$ cat src/rtl/cnt_report_fmt_if.sv
// Byte handshake between the report formatter and uart_tx.
// The formatter drives din/empty; uart_tx answers with re.
interface cnt_report_fmt_if;
    logic [7:0] din;
    logic       empty;
    logic       re;

    modport master (output din, output empty, input re);
    modport slave  (input din, input empty, output re);
endinterface

$ cat src/rtl/cnt_report_fmt.sv
// Formats an 8-bit value as the ASCII line "CNT: ddd\r\n" and streams it
// byte by byte to uart_tx. Strobes that arrive mid-line are coalesced into
// at most one follow-up line that carries the latest value.
module cnt_report_fmt #(
    parameter int PREFIX_LEN = 5,
    parameter int MSG_LEN    = 10
) (
    input  logic               clk,
    input  logic               rst_n,
    input  logic [7:0]         i_val,
    input  logic               i_val_stb,
    output logic               o_busy,
    cnt_report_fmt_if.master   tx
);

    typedef enum logic [1:0] {
        IDLE  = 2'd0,
        OFFER = 2'd1,
        GAP   = 2'd2
    } state_t;

    localparam logic [3:0] DIG_IDX  = 4'(PREFIX_LEN);
    localparam logic [3:0] LAST_IDX = 4'(MSG_LEN - 1);

    state_t      r_state, w_state_nxt;
    logic [3:0]  r_idx, w_idx_nxt;
    logic [7:0]  r_cur_val, w_cur_val_nxt;
    logic [7:0]  r_pend_val, w_pend_val_nxt;
    logic        r_pending, w_pending_nxt;
    logic        r_re_q;
    logic [7:0]  r_din;
    logic        r_empty;
    logic        r_busy;
    logic        w_re_p;
    logic [23:0] w_digits;
    logic [7:0]  w_byte;

    // Three zero-padded ASCII decimal digits of a byte value.
    function automatic logic [23:0] to_ascii3(input logic [7:0] v);
        logic [7:0] h, t, o;
        h = v / 8'd100;
        t = (v / 8'd10) % 8'd10;
        o = v % 8'd10;
        return {8'h30 + h, 8'h30 + t, 8'h30 + o};
    endfunction

    // Prefix byte "CNT: " at position p.
    function automatic logic [7:0] prefix_byte(input logic [3:0] p);
        case (p)
            4'd0:    return 8'h43;
            4'd1:    return 8'h4E;
            4'd2:    return 8'h54;
            4'd3:    return 8'h3A;
            default: return 8'h20;
        endcase
    endfunction

    assign w_re_p = tx.re & ~r_re_q;

    // Byte currently selected by idx: prefix, three digits, CR, LF.
    always_comb begin
        w_byte   = 8'h00;
        w_digits = to_ascii3(r_cur_val);
        if (r_idx < DIG_IDX) begin
            w_byte = prefix_byte(r_idx);
        end else begin
            case (r_idx - DIG_IDX)
                4'd0:    w_byte = w_digits[23:16];
                4'd1:    w_byte = w_digits[15:8];
                4'd2:    w_byte = w_digits[7:0];
                4'd3:    w_byte = 8'h0D;
                default: w_byte = 8'h0A;
            endcase
        end
    end

    // Next-state logic: line sequencing plus coalescing of late strobes.
    always_comb begin
        w_state_nxt    = r_state;
        w_idx_nxt      = r_idx;
        w_cur_val_nxt  = r_cur_val;
        w_pend_val_nxt = r_pend_val;
        w_pending_nxt  = r_pending;
        case (r_state)
            IDLE: begin
                if (i_val_stb) begin
                    w_cur_val_nxt = i_val;
                    w_idx_nxt     = 4'd0;
                    w_state_nxt   = OFFER;
                end
            end
            OFFER: begin
                // Accept only once the byte is actually visible on din.
                if (w_re_p && !r_empty) begin
                    w_state_nxt = GAP;
                end
                if (i_val_stb) begin
                    w_pend_val_nxt = i_val;
                    w_pending_nxt  = 1'b1;
                end
            end
            GAP: begin
                if (r_idx != LAST_IDX) begin
                    w_idx_nxt   = r_idx + 4'd1;
                    w_state_nxt = OFFER;
                    if (i_val_stb) begin
                        w_pend_val_nxt = i_val;
                        w_pending_nxt  = 1'b1;
                    end
                end else if (r_pending) begin
                    // Queued line starts now; a coincident strobe queues the one after.
                    w_cur_val_nxt = r_pend_val;
                    w_idx_nxt     = 4'd0;
                    w_state_nxt   = OFFER;
                    w_pending_nxt = i_val_stb;
                    if (i_val_stb) begin
                        w_pend_val_nxt = i_val;
                    end
                end else if (i_val_stb) begin
                    // Strobe on the last GAP cycle acts as a fresh start.
                    w_cur_val_nxt = i_val;
                    w_idx_nxt     = 4'd0;
                    w_state_nxt   = OFFER;
                end else begin
                    w_state_nxt = IDLE;
                end
            end
            default: begin
                w_state_nxt = IDLE;
            end
        endcase
    end

    // Control and value registers.
    always_ff @(posedge clk or negedge rst_n) begin
        if (!rst_n) begin
            r_state    <= IDLE;
            r_idx      <= 4'd0;
            r_cur_val  <= 8'h00;
            r_pend_val <= 8'h00;
            r_pending  <= 1'b0;
            r_re_q     <= 1'b0;
        end else begin
            r_state    <= w_state_nxt;
            r_idx      <= w_idx_nxt;
            r_cur_val  <= w_cur_val_nxt;
            r_pend_val <= w_pend_val_nxt;
            r_pending  <= w_pending_nxt;
            r_re_q     <= tx.re;
        end
    end

    // Registered outputs, one cycle behind the state; din holds while not offering.
    always_ff @(posedge clk or negedge rst_n) begin
        if (!rst_n) begin
            r_din   <= 8'h00;
            r_empty <= 1'b1;
            r_busy  <= 1'b0;
        end else begin
            r_empty <= (r_state != OFFER);
            r_busy  <= (r_state != IDLE) | r_pending;
            if (r_state == OFFER) begin
                r_din <= w_byte;
            end
        end
    end

    assign tx.din   = r_din;
    assign tx.empty = r_empty;
    assign o_busy   = r_busy;

endmodule

$ cat src/flat_wrapper.sv
// flat-port wrapper written by rule: the top's interface ports become plain ports
module cnt_report_fmt_flat 
#(
    parameter int PREFIX_LEN = 5,
    parameter int MSG_LEN    = 10
)
  (clk, rst_n, i_val, i_val_stb, o_busy, tx_din, tx_empty, tx_re);
  cnt_report_fmt_if tx_i ();
  input  logic clk;
  input  logic rst_n;
  input  logic [7:0] i_val;
  input  logic i_val_stb;
  output logic o_busy;
  output wire logic [$bits(tx_i.din)-1:0] tx_din;
  output wire logic [$bits(tx_i.empty)-1:0] tx_empty;
  input wire logic [$bits(tx_i.re)-1:0] tx_re;
  assign tx_din = tx_i.din;
  assign tx_empty = tx_i.empty;
  assign tx_i.re = tx_re;
  cnt_report_fmt #(.PREFIX_LEN(PREFIX_LEN), .MSG_LEN(MSG_LEN)) u_core (.clk(clk), .rst_n(rst_n), .i_val(i_val), .i_val_stb(i_val_stb), .o_busy(o_busy), .tx(tx_i));
endmodule
$ cat config.mk
export PLATFORM = sky130hd
export DESIGN_NAME = cnt_report_fmt_flat
export DESIGN_NICKNAME = d
export VERILOG_FILES = /design/src/rtl/cnt_report_fmt_if.sv /design/src/rtl/cnt_report_fmt.sv /design/src/flat_wrapper.sv
export SDC_FILE = /design/constraint.sdc
export NUM_CORES = 1
export LEC_CHECK = 0
export CORE_ASPECT_RATIO = 1.1
export CORE_MARGIN = 2
export CORE_UTILIZATION = 60
export CTS_BUF_LIST = sky130_fd_sc_hd__clkbuf_4 sky130_fd_sc_hd__clkbuf_8
export DETAILED_ROUTE_END_ITERATION = 8
export PLACE_DENSITY = 0.8
export SETUP_SLACK_MARGIN = 0.15
export SYNTH_ARGS = -nofsm -noshare
export SYNTH_HDL_FRONTEND = slang
export SYNTH_SLANG_ARGS = --single-unit
$ cat constraint.sdc
create_clock -name clk -period 9.1 [get_ports clk]
set_clock_uncertainty 0.05 [all_clocks]
set_input_delay 1.82 -clock clk [delete_from_list [all_inputs] [get_ports clk]]
set_output_delay 1.82 -clock clk [all_outputs]
set_load 0.05 [all_outputs]
======== Yosys cells after proc, flatten, opt, wreduce, memory -nomap -nowiden ========
Index checks and enable logic that the tools add are counted.
cells by class
  add/sub/neg operators ................... 5
  divide/modulo/power cells ............... 4
  magnitude comparators ................... 1
  equality and inequality tests ........... 14
  mux-type cells .......................... 25
  bitwise logic cells ..................... 3
  reductions and logical operators ........ 11
operators with widths
  kind                                                                          count
  8-bit 2-to-1 mux                                                              7
  8-bit one-hot mux with 2 select lines                                         2
  8-bit one-hot mux with 4 select lines                                         1
  7-bit one-hot mux with 4 select lines                                         1
  6-bit by 8-bit adder with 8-bit output, first input constant                  3
  4-bit by 2-bit == test with 1-bit output, second input constant               4
  8-bit by 4-bit modulo with 8-bit output, second input constant                2
  4-bit 2-to-1 mux                                                              3
  8-bit by 4-bit divider with 8-bit output, second input constant               1
  8-bit by 7-bit divider with 8-bit output, second input constant               1
  4-bit by 1-bit == test with 1-bit output, second input constant               2
  4-bit logical NOT                                                             2
  2-bit 2-to-1 mux                                                              4
  4-bit one-hot mux with 2 select lines                                         1
  2-bit one-hot mux with 3 select lines                                         1
  2-bit AND reduction                                                           3
  2-bit nonzero test                                                            3
  4-bit by 1-bit adder with 4-bit output, second input constant                 1
  4-bit by 3-bit less-than comparator with 1-bit output, second input constant  1
  1-bit 2-to-1 mux                                                              4
  2-bit by 1-bit != test with 1-bit output, second input constant               2
  2-bit != test, second input constant                                          2
  4-bit != test, second input constant                                          1
  4-bit by 3-bit subtractor with 4-bit output, second input constant            1
  other kinds (10)                                                              10
word-level totals
  register bits ........................... 34
  bits of input ports ..................... 12
  output and inout port bits .............. 10
  word-level logic and storage cells ...... 72

======== Longest topological paths before layout ========
Gate-level depths: netlist of the first run.
  depth after elaboration ................. 5
  gate-level depth with buffers ........... 20
  gate-level depth less buffers ........... 17

======== Worst setup path before layout of the first run ========
OpenSTA, ideal clock, no wires.
  kind .................................... register -> register
  start point ............................. register u_core.r_cur_val[3]
  end point ............................... register u_core.r_din[7] (netlist: u_core.tx.din[7])
  library setup time ...................... 69 ps
  arrival ................................. 4398 ps
  slack ................................... 4583 ps
  stages on the path, launching flop included .. 20
  clock period less this slack ............ 4517 ps
  cells stage by stage .................... dfrtp_1 buf_2 inv_1 clkbuf_1 ha_1 or2_2 o211a_1 buf_4 o21ai_2 ha_1 nand2_1 nor4b_4 and3_1 o21ai_0 ha_1 o21ai_0 a211oi_1 a211o_1 or4_1 nand3_1
between the ends
  longest elaborated chain between the ends .. 5
  elaborated cells between the ends (all ways) .. 9
  those cells by class .................... add/sub: 3; div: 4; mux: 2
RTL lines
  item                                       RTL line               source
  start: declaration                         cnt_report_fmt.sv:27   logic [7:0] r_cur_val, w_cur_val_nxt;
  start signal: assignment                   cnt_report_fmt.sv:146  r_cur_val <= w_cur_val_nxt;
  8-bit by 4-bit divider with 8-bit output   cnt_report_fmt.sv:42   t = (v / 8'd10) % 8'd10;
  8-bit by 4-bit modulo with 8-bit output    cnt_report_fmt.sv:42
  6-bit by 8-bit adder with 8-bit output     cnt_report_fmt.sv:44   return {8'h30 + h, 8'h30 + t, 8'h30 + o};
  8-bit one-hot mux with 4 select lines (*)  cnt_report_fmt.sv:67   case (r_idx - DIG_IDX)
  8-bit 2-to-1 mux (*)                       cnt_report_fmt.sv:64   if (r_idx < DIG_IDX) begin
  end signal: assignment                     cnt_report_fmt.sv:163  r_din <= w_byte;
  end: declaration                           cnt_report_fmt.sv:31   logic [7:0] r_din;
Every way passes the cells marked *; elsewhere a longest branch is shown, timed or not.
A chain may end at the register's enable or synchronous reset.

======== Worst setup path in the final report of the first run ========
Same ends and word-level chain as after synthesis.

==> results of run 1 <==
==> layer usage <==
metal,part of all wire,vias to the layer above,GRT usage
li1,-,1497,-
met1,0.46,1408,0.3830
met2,0.47,85,0.4696
met3,0.040,16,0.02854
met4,0.024,0,0.1073
met5,0,-,0
==> through the flow <==
step	cell area [um2]	std cells	utilization
floorplan	3223	393	-
global placement	3425	465	0.6713
detailed placement	3425	465	0.6713
CTS	3520	473	0.6900
global route	3520	473	0.6900
finish	3520	473	0.6900
==> cell usage after synthesis (3+ instances only) <==
cell type | instances | area (um2)
a211oi_1 | 11 | 82.58
a21o_1 | 4 | 30.03
a21oi_1 | 27 | 135.1
a31oi_1 | 5 | 31.28
and2_1 | 4 | 25.02
buf_2 | 4 | 20.02
buf_4 | 3 | 22.52
clkbuf_1 | 14 | 52.55
dfrtp_1 | 33 | 825.8
ha_1 | 20 | 250.2
inv_1 | 19 | 71.32
mux2_2 | 8 | 90.09
nand2_1 | 32 | 120.1
nand2b_1 | 4 | 25.02
nand3_1 | 9 | 45.04
nand4_1 | 3 | 18.77
nor2_1 | 37 | 138.9
nor3_1 | 10 | 50.05
nor4_1 | 8 | 50.05
o2111ai_1 | 4 | 35.03
o211ai_1 | 7 | 52.55
o21a_1 | 5 | 37.54
o21ai_0 | 25 | 125.1
o21ai_2 | 4 | 35.03
o22ai_1 | 8 | 50.05
o31ai_1 | 7 | 52.55
or2_2 | 4 | 25.02
or3_1 | 3 | 18.77
xnor2_1 | 8 | 70.07
==> state kept, by name, summed over array words and instances (netlist names) <==
name	flops
u_core.r_re_q	1
u_core.r_idx	4
u_core.tx.din	8
u_core.r_pending	1
u_core.o_busy	1
u_core.r_cur_val	8
u_core.r_state	2
u_core.tx.empty	1
u_core.r_pend_val	8
==> worst max-delay path, cell delays in order (launching register included) <==
cell and delay [ps]:
dfrtp_1 740, inv_1 410, ha_1 360, nor2_1 240, nand4_1 190, o211a_1 320
o21ai_2 330, ha_1 260, nand2_1 100, nor4b_4 350, and3_1 290, o21ai_0 190
ha_1 240, o21ai_0 170, a211oi_1 90, a211o_1 340, or4_1 540, nand3_1 80
==> worst paths after layout <==
path,start,end,slack (ps),cells past startpoint
worst max-delay path,u_core.r_cur_val[3],u_core.tx.din[7],3740,17
min in group asynchronous,rst_n,u_core.r_pend_val[5],1890,2
max in group asynchronous,rst_n,u_core.tx.empty,6780,2
worst min register to register,u_core.tx.din[4],u_core.tx.din[4],430,1
worst max register to register,u_core.r_cur_val[3],u_core.tx.din[7],3740,17
worst min-delay path,u_core.tx.din[4],u_core.tx.din[4],430,1
==> layout make-up <==
class / instances / area [um2]
multi-input combinational: 316 / 2183
tap: 72 / 90.09
fill: 424 / 1582
sequential: 34 / 852.1
clock inverter: 1 / 5.005
clock buffer: 7 / 90.09
inverter: 21 / 81.33
timing repair buffer: 22 / 217.7
==> cells by family (layout without fill, tap and decap cells) <==
kind of cell	count (synthesis)	in the layout	synth area share
fa+ha+maj	20	20	0.07764
buf+inv	43	51	0.05823
xor+xnor	10	10	0.02718
mux	10	10	0.03416
compound gates	145	145	0.3280
simple gates	131	131	0.2104
flops	34	34	0.2644
==> results.tsv, run 1 <==
metric	value	unit
vias	3006	
WL/cell	16.91	um
clk sinks	34	
worst slew pin tran	746.3	ps
Total GRT Usage	0.2843	
Syn Area/Cell	8.201	um2
Max-slew headroom	0.5025	
cells after synthesis	393	
DP Wirelength	5865	um
GP Congestion	0.9456	
Syn Nets	425	
final period utilization	0.5890	
share of layout cells above drive strength 1	0.1072	
# setup viols final	0	
Die W	73.88	um
Rows	27	
outcome	finished clean	
ys flop type	dfrtp_1	
commonest non-fill, non-tap cell in the layout	nor2_1	
H-tree depth	2	
hold_ws	427.9	ps
register area share after synthesis	0.2644	
FF+latch count, synth	34	
required time worst endpoint	9280	ps
Yosys cell types	79	
CTS max path bufs	2	
DRC	0	
CP Capture Type	flip-flop	
number of top-level pins	22	
cts bufs inserted	5	
Fmax achieved	186.6	MHz
vias in the first global route	2768	
hold_buf cts	0	
drt first pass iters	5	
initial antenna violation count	0	
starting density of the core	0.6318	
GRT overflow	0	
Final ANT Viol Nets	0	
pre-CTS WS	3896	ps
post-layout minimum cycle time	5360	ps
area growth from synthesis to layout	9.200	%
# diodes	0	
crit path launch type	flip-flop	
Post-synth EDFFs	0	
commonest non-fill, non-tap cells in the layout	nor2_1, dfrtp_1, nand2_1, a21oi_1, o21ai_0	
Worst-path clk slew	70	ps
max-cap violation count	0	
RSZ-0062 raised after global routing	no	
first-pass GRT wire length	13300	um
Worst EP arrival	5540	ps
fin. max-slew vios	0	
vias per inst	6.355	
core area	5101	um2
Worst Path Class, Setup	flip-flop to flip-flop	
Port Buffer Count	21	
Die H	80.87	um
FFs w/ async S/R, synth	1.000	
Mapped Area	3223	um2
die area	5975	um2
clock latency on the worst-skew pair	290	ps
setup_tns	0	ps
Hold WC Path Type	flip-flop to flip-flop	
number of DRC markers in iteration 0	344	
final hold violation count	0	
Setup Fix Bufs, Post-CTS	0	
pin count of the biggest net entering global routing	35	
Synth Warn #	0	
final net count	432	
Root Driver	clkbuf_8	
CTS tree	built	
drt total wl	7999	um
final worst slack	3740	ps
crit-path max FO	19	
PostCTS Resize Cnt	0	
Power of run 1 is not shown: default switching activity piles up to over one toggle a cycle in this logic, so the estimate is an artifact.
==> run 2: changes to the inputs <==
Clock period 9.1 ns to 5.6 ns, I/O delays scaled along.
==> run 2 against run 1 <==
  * Global-route usage rose by 0.63 points
  * Largest cell class unchanged
  * Register-to-register slack got worse by 2800 ps
  * Design area rose by 0.75%
  * Maximum frequency rose by 14%
  * Critical path type unchanged
  * Die area did not move
  * Wire length rose by 0.55%
  * Clock-buffer cell count did not move
  * Critical path depth did not move
  * Core utilization rose by 0.52 points
  * Hold slack improved by 1.7 ps
  * First-iteration DRC count fell by 22%
==> results.tsv, run 2 (synthesis gave the netlist of run 1 again) <==
metric	value	unit
R2R Path Start	u_core.r_cur_val[3]	
post-layout minimum cycle time	4691	ps
worst r2r dst	u_core.tx.din[7]	
crit path launch type	flip-flop	
Multi-input gate area	2183	um2
number of top-level pins	22	
H-tree depth	2	
outcome	finished clean	
commonest non-fill, non-tap cells in the layout	nor2_1, dfrtp_1, nand2_1, a21oi_1, o21ai_0	
CP Capture Type	flip-flop	
RSZ-0062 raised after global routing	no	
worst r2r path cells	17	
WL/cell	16.97	um
PostCTS Resize Cnt	0	
core area	5101	um2
DP Wirelength	5980	um
Max-slew headroom	0.4899	
CTS max path bufs	2	
die area	5975	um2
# setup viols final	0	
hold path start	u_core.tx.din[4]	
Final ANT Viol Nets	0	
cts bufs inserted	5	
worst slew pin tran	765.1	ps
commonest non-fill, non-tap cell in the layout	nor2_1	
vias	3111	
Rows	27	
hold path cells	1	
starting density of the core	0.6318	
Die H	80.87	um
register area	852.1	um2
clock latency on the worst-skew pair	280	ps
# diodes	0	
placed insts	466	
Port Buffer Count	21	
hold_buf cts	0	
CTS tree	built	
Setup Fix Bufs, Post-CTS	0	
initial antenna violation count	0	
max-cap violation count	0	
fin cells	474	
Fmax achieved	213.2	MHz
Hold EP	u_core.tx.din[4]	
Hold WC Path Type	flip-flop to flip-flop	
final net count	433	
DRC	0	
drt total wl	8043	um
clk sinks	34	
Worst EP arrival	4870	ps
Root Driver	clkbuf_8	
vias per inst	6.563	
GP Congestion	0.9421	
fin. max-slew vios	0	
Total GRT Usage	0.2906	
area growth from synthesis to layout	10.02	%
Die W	73.88	um
first-pass GRT wire length	13700	um
vias in the first global route	2850	
Worst-path clk slew	70	ps
drt first pass iters	6	
final hold violation count	0	
filler cell count	409	
GRT overflow	0	
hold_ws	429.7	ps
Reg2Reg Setup Slack	910	ps
setup_tns	0	ps
required time worst endpoint	5770	ps
crit-path max FO	13	
share of layout cells above drive strength 1	0.1095	
number of DRC markers in iteration 0	269	
pin count of the biggest net entering global routing	35	
Worst Path Class, Setup	flip-flop to flip-flop	
final period utilization	0.8378	
[run 2: cell count changes in the layout (fill, tap and decap cells not counted)]
cell       change
buf_4          +1
bufinv_16      +1
clkinv_2       -1
clkbuf_4       +1
clkbuf_8       -1
[run 2: worst max path at each step]
stage,start,to
CTS,u_core.r_cur_val[3],u_core.tx.din[7]
detailed placement,u_core.r_cur_val[3],u_core.tx.din[7]
finish,u_core.r_cur_val[3],u_core.tx.din[7]
floorplan,u_core.r_cur_val[3],u_core.tx.din[7]
global placement,u_core.r_cur_val[3],u_core.tx.din[7]
global route,u_core.r_cur_val[3],u_core.tx.din[7]
[run 2: metal layers]
layer,vias up,routed length (um),part of all wire,GRT usage
met2,133,3911,0.49,0.4884
li1,1496,-,-,-
met5,-,0,0,0
met4,0,157,0.020,0.08727
met3,20,429,0.053,0.03102
met1,1462,3544,0.44,0.3927
[run 2: cell type report]
cell class,count,area share
sequential,34,0.2403
inverter,21,0.02294
clock buffer,7,0.02364
clock inverter,1,0.008469
timing repair buffer,23,0.06351
tap,72,0.02541
multi-input combinational,316,0.6157
[run 2: per-stage QoR]
step / setup WS (ps) / cell area (um2) / utilization
global route: 506.1 / 3546 / 0.6951
CTS: 978.9 / 3546 / 0.6951
finish: 908.6 / 3546 / 0.6951
global placement: 1159 / 3432 / 0.6728
floorplan: 1083 / 3223 / -
detailed placement: 992.3 / 3432 / 0.6728
[run 2: worst max-delay path: stages, from the launching register on]
cell and delay, ps:
dfrtp_1 340, inv_1 200, ha_1 310, nor2_1 240, nand4_1 210, o211a_1 310
o21ai_2 310, ha_1 250, nand2_1 100, nor4b_4 330, and3_1 290, o21ai_0 200
ha_1 250, o21ai_0 170, a211oi_1 100, a211o_1 340, or4_1 550, nand3_1 80
Power of run 2 is left out for the same reason.
